`config.mk`:
```
export PLATFORM = sky130hd
export DESIGN_NAME = spram_fifo_ctrl
export DESIGN_NICKNAME = d
export VERILOG_FILES = /design/src/rtl/spram_fifo_ctrl.sv
export SDC_FILE = /design/constraint.sdc
export NUM_CORES = 1
export LEC_CHECK = 0
export CORE_MARGIN = 5
export CORE_UTILIZATION = 37
export DETAILED_ROUTE_END_ITERATION = 10
export HOLD_SLACK_MARGIN = 0.02
export PLACE_DENSITY = 0.88
export RECOVER_POWER = 100
export SETUP_SLACK_MARGIN = 0.1
export SLEW_MARGIN = 20
export SYNTH_ARGS = -nofsm -noshare
export SYNTH_HDL_FRONTEND = slang
export SYNTH_SLANG_ARGS = --single-unit
```
`constraint.sdc`:
```
create_clock -name clk -period 2.55 [get_ports clk]
set_clock_uncertainty 0.1 [all_clocks]
set_input_delay 0.51 -clock clk [delete_from_list [all_inputs] [get_ports clk]]
set_output_delay 0.51 -clock clk [all_outputs]
set_load 0.02 [all_outputs]
```
`src/rtl/spram_fifo_ctrl.sv`:
```
// FIFO controller for a single-port synchronous RAM with a one-word prefetched output register.
// Reads take priority on the shared port; the output register makes capacity 2**ADDR + 1 words.
module spram_fifo_ctrl #(
  parameter int DATA = 16,
  parameter int ADDR = 5
) (
  input  logic            clk,
  input  logic            rst_n,
  input  logic            wr_valid,
  output logic            wr_ready,
  input  logic [DATA-1:0] wr_data,
  output logic            rd_valid,
  input  logic            rd_ready,
  output logic [DATA-1:0] rd_data,
  output logic            ram_we,
  output logic [ADDR-1:0] ram_addr,
  output logic [DATA-1:0] ram_din,
  input  logic [DATA-1:0] ram_dout,
  output logic [ADDR:0]   count,
  output logic            full,
  output logic            empty
);

  localparam int CW = ADDR + 1;
  localparam logic [ADDR:0] DEPTH = CW'(1 << ADDR);

  logic [ADDR-1:0] wr_ptr;
  logic [ADDR-1:0] rd_ptr;
  logic [ADDR:0]   mcount;
  logic            rd_pend;
  logic            rd_issue;
  logic            wr_acc;

  function automatic logic [ADDR:0] total_words(input logic [ADDR:0] m, input logic p,
                                                input logic v);
    return m + CW'(p) + CW'(v);
  endfunction

  // Port arbitration: at most one RAM access per cycle, reads first.
  // rd_pend blocks back-to-back reads so writes always get every other cycle.
  always_comb begin
    rd_issue = (mcount != '0) && !rd_pend && (!rd_valid || rd_ready);
    wr_ready = !rd_issue && (mcount != DEPTH);
    wr_acc   = wr_valid && wr_ready;
    ram_we   = wr_acc;
    ram_addr = wr_acc ? wr_ptr : rd_ptr;
    ram_din  = wr_data;
    full     = (mcount == DEPTH);
    count    = total_words(mcount, rd_pend, rd_valid);
    empty    = (count == '0);
  end

  // Stage 0: pointer and RAM occupancy bookkeeping on the issuing cycle.
  always_ff @(posedge clk or negedge rst_n) begin
    if (!rst_n) begin
      wr_ptr  <= '0;
      rd_ptr  <= '0;
      mcount  <= '0;
      rd_pend <= 1'b0;
    end else begin
      rd_pend <= rd_issue;
      if (rd_issue) begin
        rd_ptr <= rd_ptr + ADDR'(1);
        mcount <= mcount - CW'(1);
      end else if (wr_acc) begin
        wr_ptr <= wr_ptr + ADDR'(1);
        mcount <= mcount + CW'(1);
      end
    end
  end

  // Stage 1: RAM read data lands in the output register one cycle after issue.
  // The slot is guaranteed free here because issue required it to be empty or draining.
  always_ff @(posedge clk or negedge rst_n) begin
    if (!rst_n) begin
      rd_valid <= 1'b0;
      rd_data  <= '0;
    end else if (rd_pend) begin
      rd_valid <= 1'b1;
      rd_data  <= ram_dout;
    end else if (rd_valid && rd_ready) begin
      rd_valid <= 1'b0;
    end
  end

endmodule

```
==> results.txt <==
The max-slew headroom at the worst pin came out at 0.440. The core region is 4750 um2. The minimum clock period after layout is 2.90 ns.

In the final design database the tool counted 264 nets. For the worst flop-to-flop path, the logic depth is 13. Data on the critical path is required at its endpoint by 1.94 ns.

For the pin with the worst max-slew slack, the measured transition is 0.840 ns. The sort of element at the start of the critical path was a flop. From left edge to right edge, the die measures 80.4 um. The count of state elements after synthesis came out at 34. The number of enable flip-flop cells after synthesis works out to 0. Leading cell type by number of instances after synthesis: sky130_fd_sc_hd__dfrtp_1.

STA puts the critical path data arrival time at 2.29 ns. After global routing the overflow that remains totals 0. The overall die area came out at 6460 um2.

The end point of the worst hold path is mcount[5]. In the routed layout, each cell is associated on average with a via count of 4.59. Residual antenna-violating net count after detailed routing: 0.

Global-route total usage across every layer: 0.137. Top cell type by total area after synthesis: sky130_fd_sc_hd__dfrtp_1. Entering global routing, the biggest net connects 35 pins. The worst stage delay on the critical path was 0.47 ns; the worst voltage drop across the vdd grid was 0.790 mV. The run finished, with violations left. Portion of the post-synthesis area used by sequential elements: 0.464.

The fraction of synthesized cell area taken by the top area cell type works out to 0.464. The post-placement setup slack is -0.519 ns. The average instance in the mapped netlist occupies 12.6 um2. TritonCTS built the clock tree.

Summing every instance area after synthesis gives 1830 um2. The wire length of the first global-routing pass is 6770 um, and the number of buffers created by CTS is 5. For the worst-skew pair, the clock arrives at the later sink with an insertion delay of 0.29 ns. The final reports fail on setup timing.

The number of vias in the routed layout came out at 1,318. The run gives 34 as the initial DRC count. The instance count of the mapped netlist was 146.

Detailed placement ended at an HPWL of 3010 um. The count of input and output buffers is 51. Ranked by total cell area, the synthesized netlist is headed by sky130_fd_sc_hd__dfrtp_1, sky130_fd_sc_hd__mux2_2, sky130_fd_sc_hd__xnor2_1. Level count of the clock H-tree: 2. In this run the top signal layer used is met4.

For this run, the number of standard cells in the final layout without fillers is 287. The path class of the tightest hold or removal check is reg2reg. In this run the static leakage power is 1.23 nW. In this run the deepest clock path goes through 2 buffers. The run gives 0 as the number of hold buffers added after cts. The signal on the critical path passes through buf_6 > or4_4 > or3_4 > o211a_4 > mux2_4 > buf_6.

The share of cells above drive strength 1 is 0.509, and the final setup slack of the worst path is -0.345 ns. The number of buffers and inverters on the critical path is 2. Final hold violation count: 0. The number of global-route vias before repair is 1,440. In this run the register-to-register setup slack is -0.15 ns. The startpoint identified for the worst hold timing path is mcount[5]. The logs give 0 for the DRC violation count after routing and 4090 um for the total length of routed wires. The cell family contributing the most delay on the critical path is simple AND/OR/NAND/NOR gates.

The detailed-route wire length on metal 1 came out at 1660 um. Initial antenna violation count: 0. The setup path with the least slack is of type reg2out. The terminus of the critical flop-to-flop path was mcount[5]. For this run, the detailed router's first-pass iteration total came to 4. Summed over all nets, wire length on met2 after detailed routing comes to 2090 um. When the netlist entered floorplanning its net count stood at 191. The initial core utilization is 0.386. The tree built by TritonCTS fans out to 34 sinks. The area growth from synthesis to layout is 56.4%. Across all hold checks on the routed design, the worst slack comes to 0.368 ns. The final weighted congestion of routability-driven global placement is 0.773, and the antenna cell count is 0.

Leading register cell type out of synthesis: sky130_fd_sc_hd__dfrtp_1. The tools report the number of I/O pins as 84. The max-slew violation count is 0, and the vertical die dimension is 80.4 um. The run gives 0.603 as the share of the core filled with cells in the final layout. The tools report the routed length on met3 as 295 um.

The site row count is 25. The tools report the clock tree root buffer cell as sky130_fd_sc_hd__clkbuf_8. Unique cell type count in the Yosys netlist: 34. Counting tap cells, the placed design contains a total of 271 instances.

In this run the power density over the cells is 1640 nW/um2. The run gives 0 as the max-cap check violation count. STA classifies the critical path endpoint as an output port. Setup repair after global routing could not meet its margin everywhere. The tools report the maximum operating frequency as 0.345 GHz. The cell occurring most often along the worst timing path was sky130_fd_sc_hd__buf_6. The clock-pin slew reported for the worst setup and hold paths after clock tree synthesis was 0.07 ns.

The power consumption is 4.71 mW, and the number of warning messages in the yosys log is 0. After detailed routing, the average wire length per cell comes to 14.3 um. The number of instances on the worst hold path came out at 1. The largest fanout on the critical path was 7. The period utilization came out at 1.14.

In the synthesized netlist, the cells that appear most often are sky130_fd_sc_hd__dfrtp_1, sky130_fd_sc_hd__mux2_2, sky130_fd_sc_hd__buf_4, sky130_fd_sc_hd__xnor2_1, sky130_fd_sc_hd__inv_1. The slowest cell on the critical path was sky130_fd_sc_hd__or4_4. Setup violations remaining at the end of the flow were counted as 11. Share of synthesized flip-flops with an asynchronous set or reset: 1.00.

The worst register-to-register path begins at mcount[0].
==> state kept, by name, indices dropped and copies added (netlist names) <==
register  cells
wr_ptr        5
rd_pend       1
mcount        6
rd_data      16
rd_ptr        5
rd_valid      1
==> per-stage QoR <==
stage / setup TNS, ns / area [um2]
after global placement: -3.88 / 2570
final: -2.61 / 2870
after CTS: -2.67 / 2790
after floorplan: -0.309 / 1930
after global routing: -3.40 / 2870
after detailed placement: -4.52 / 2570
==> layout make-up <==
| cell class | instances | area, um2 |
|---|---|---|
| Tap cell | 67 | 83.8 |
| Clock inverter | 2 | 12.5 |
| Sequential cell | 34 | 853 |
| Clock buffer | 6 | 82.6 |
| Fill cell | 393 | 1890 |
| Timing Repair Buffer | 85 | 782 |
| Multi-Input combinational cell | 83 | 1010 |
| Inverter | 10 | 45.0 |
==> placed cells by master, fill, tap and decap left out, drive strengths merged, types with 2 or more instances in the layout <==
master | netlist | routed
or4 | 2 | 2
fa | 2 | 2
ha | 7 | 7
buf | 19 | 44
inv | 9 | 9
nand2 | 3 | 3
dfrtp | 34 | 34
xor2 | 3 | 3
clkinv | 1 | 2
o21ai | 2 | 2
xnor2 | 14 | 14
nand3 | 2 | 2
nor2 | 4 | 4
a21oi | 4 | 4
clkdlybuf4s50 | 0 | 35
mux2 | 26 | 26
mux2i | 2 | 2
clkbuf | 0 | 9
nand4 | 4 | 4
a21o | 2 | 2
dlygate4sd2 | 0 | 2
==> timing repair <==
item | 4_1_cts | 5_1_grt
cloned | 0 | 0
setup endpoints to repair | 19 | 18
pin swaps | 4 | 10
resized for setup | 89 | 17
buffers inserted | 4 | 4
==> how the worst max path moves through the flow <==
stage / start / to / slack (ns) / cells after the start
3_3_place_gp: rd_valid / empty / -0.48 / 7
5_1_grt: mcount[0] / ram_addr[4] / -0.40 / 6
2_1_floorplan: rd_valid / empty / -0.11 / 7
3_5_place_dp: rd_valid / empty / -0.52 / 8
6_report: mcount[0] / ram_addr[4] / -0.35 / 6
4_1_cts: mcount[0] / ram_addr[3] / -0.36 / 6
==> power by group <==
group	total [mW]	switching (mW)	leakage, nW	internal, mW
logic	3.26	1.48	0.784	1.78
registers	1.04	0.204	0.397	0.833
clock network	0.418	0.201	0.0472	0.217
total	4.71	1.88	1.23	2.83
==> cell families after synthesis <==
family / share of synthesized area
flip-flops: 0.464
buffers and inverters: 0.0969
multiplexers: 0.186
XOR/XNOR: 0.0812
AND/OR/NAND/NOR: 0.0539
AO/OA/AOI/OAI: 0.0485
adder cells (fa/ha/maj): 0.0696
==> metal layers <==
layer / GRT usage / vias up
li1: - / 627
met1: 0.158 / 638
met2: 0.233 / 47
met3: 0.0471 / 6
met4: 0.0473 / 0
met5: 0 / -
(Power assumes the default switching activity.)
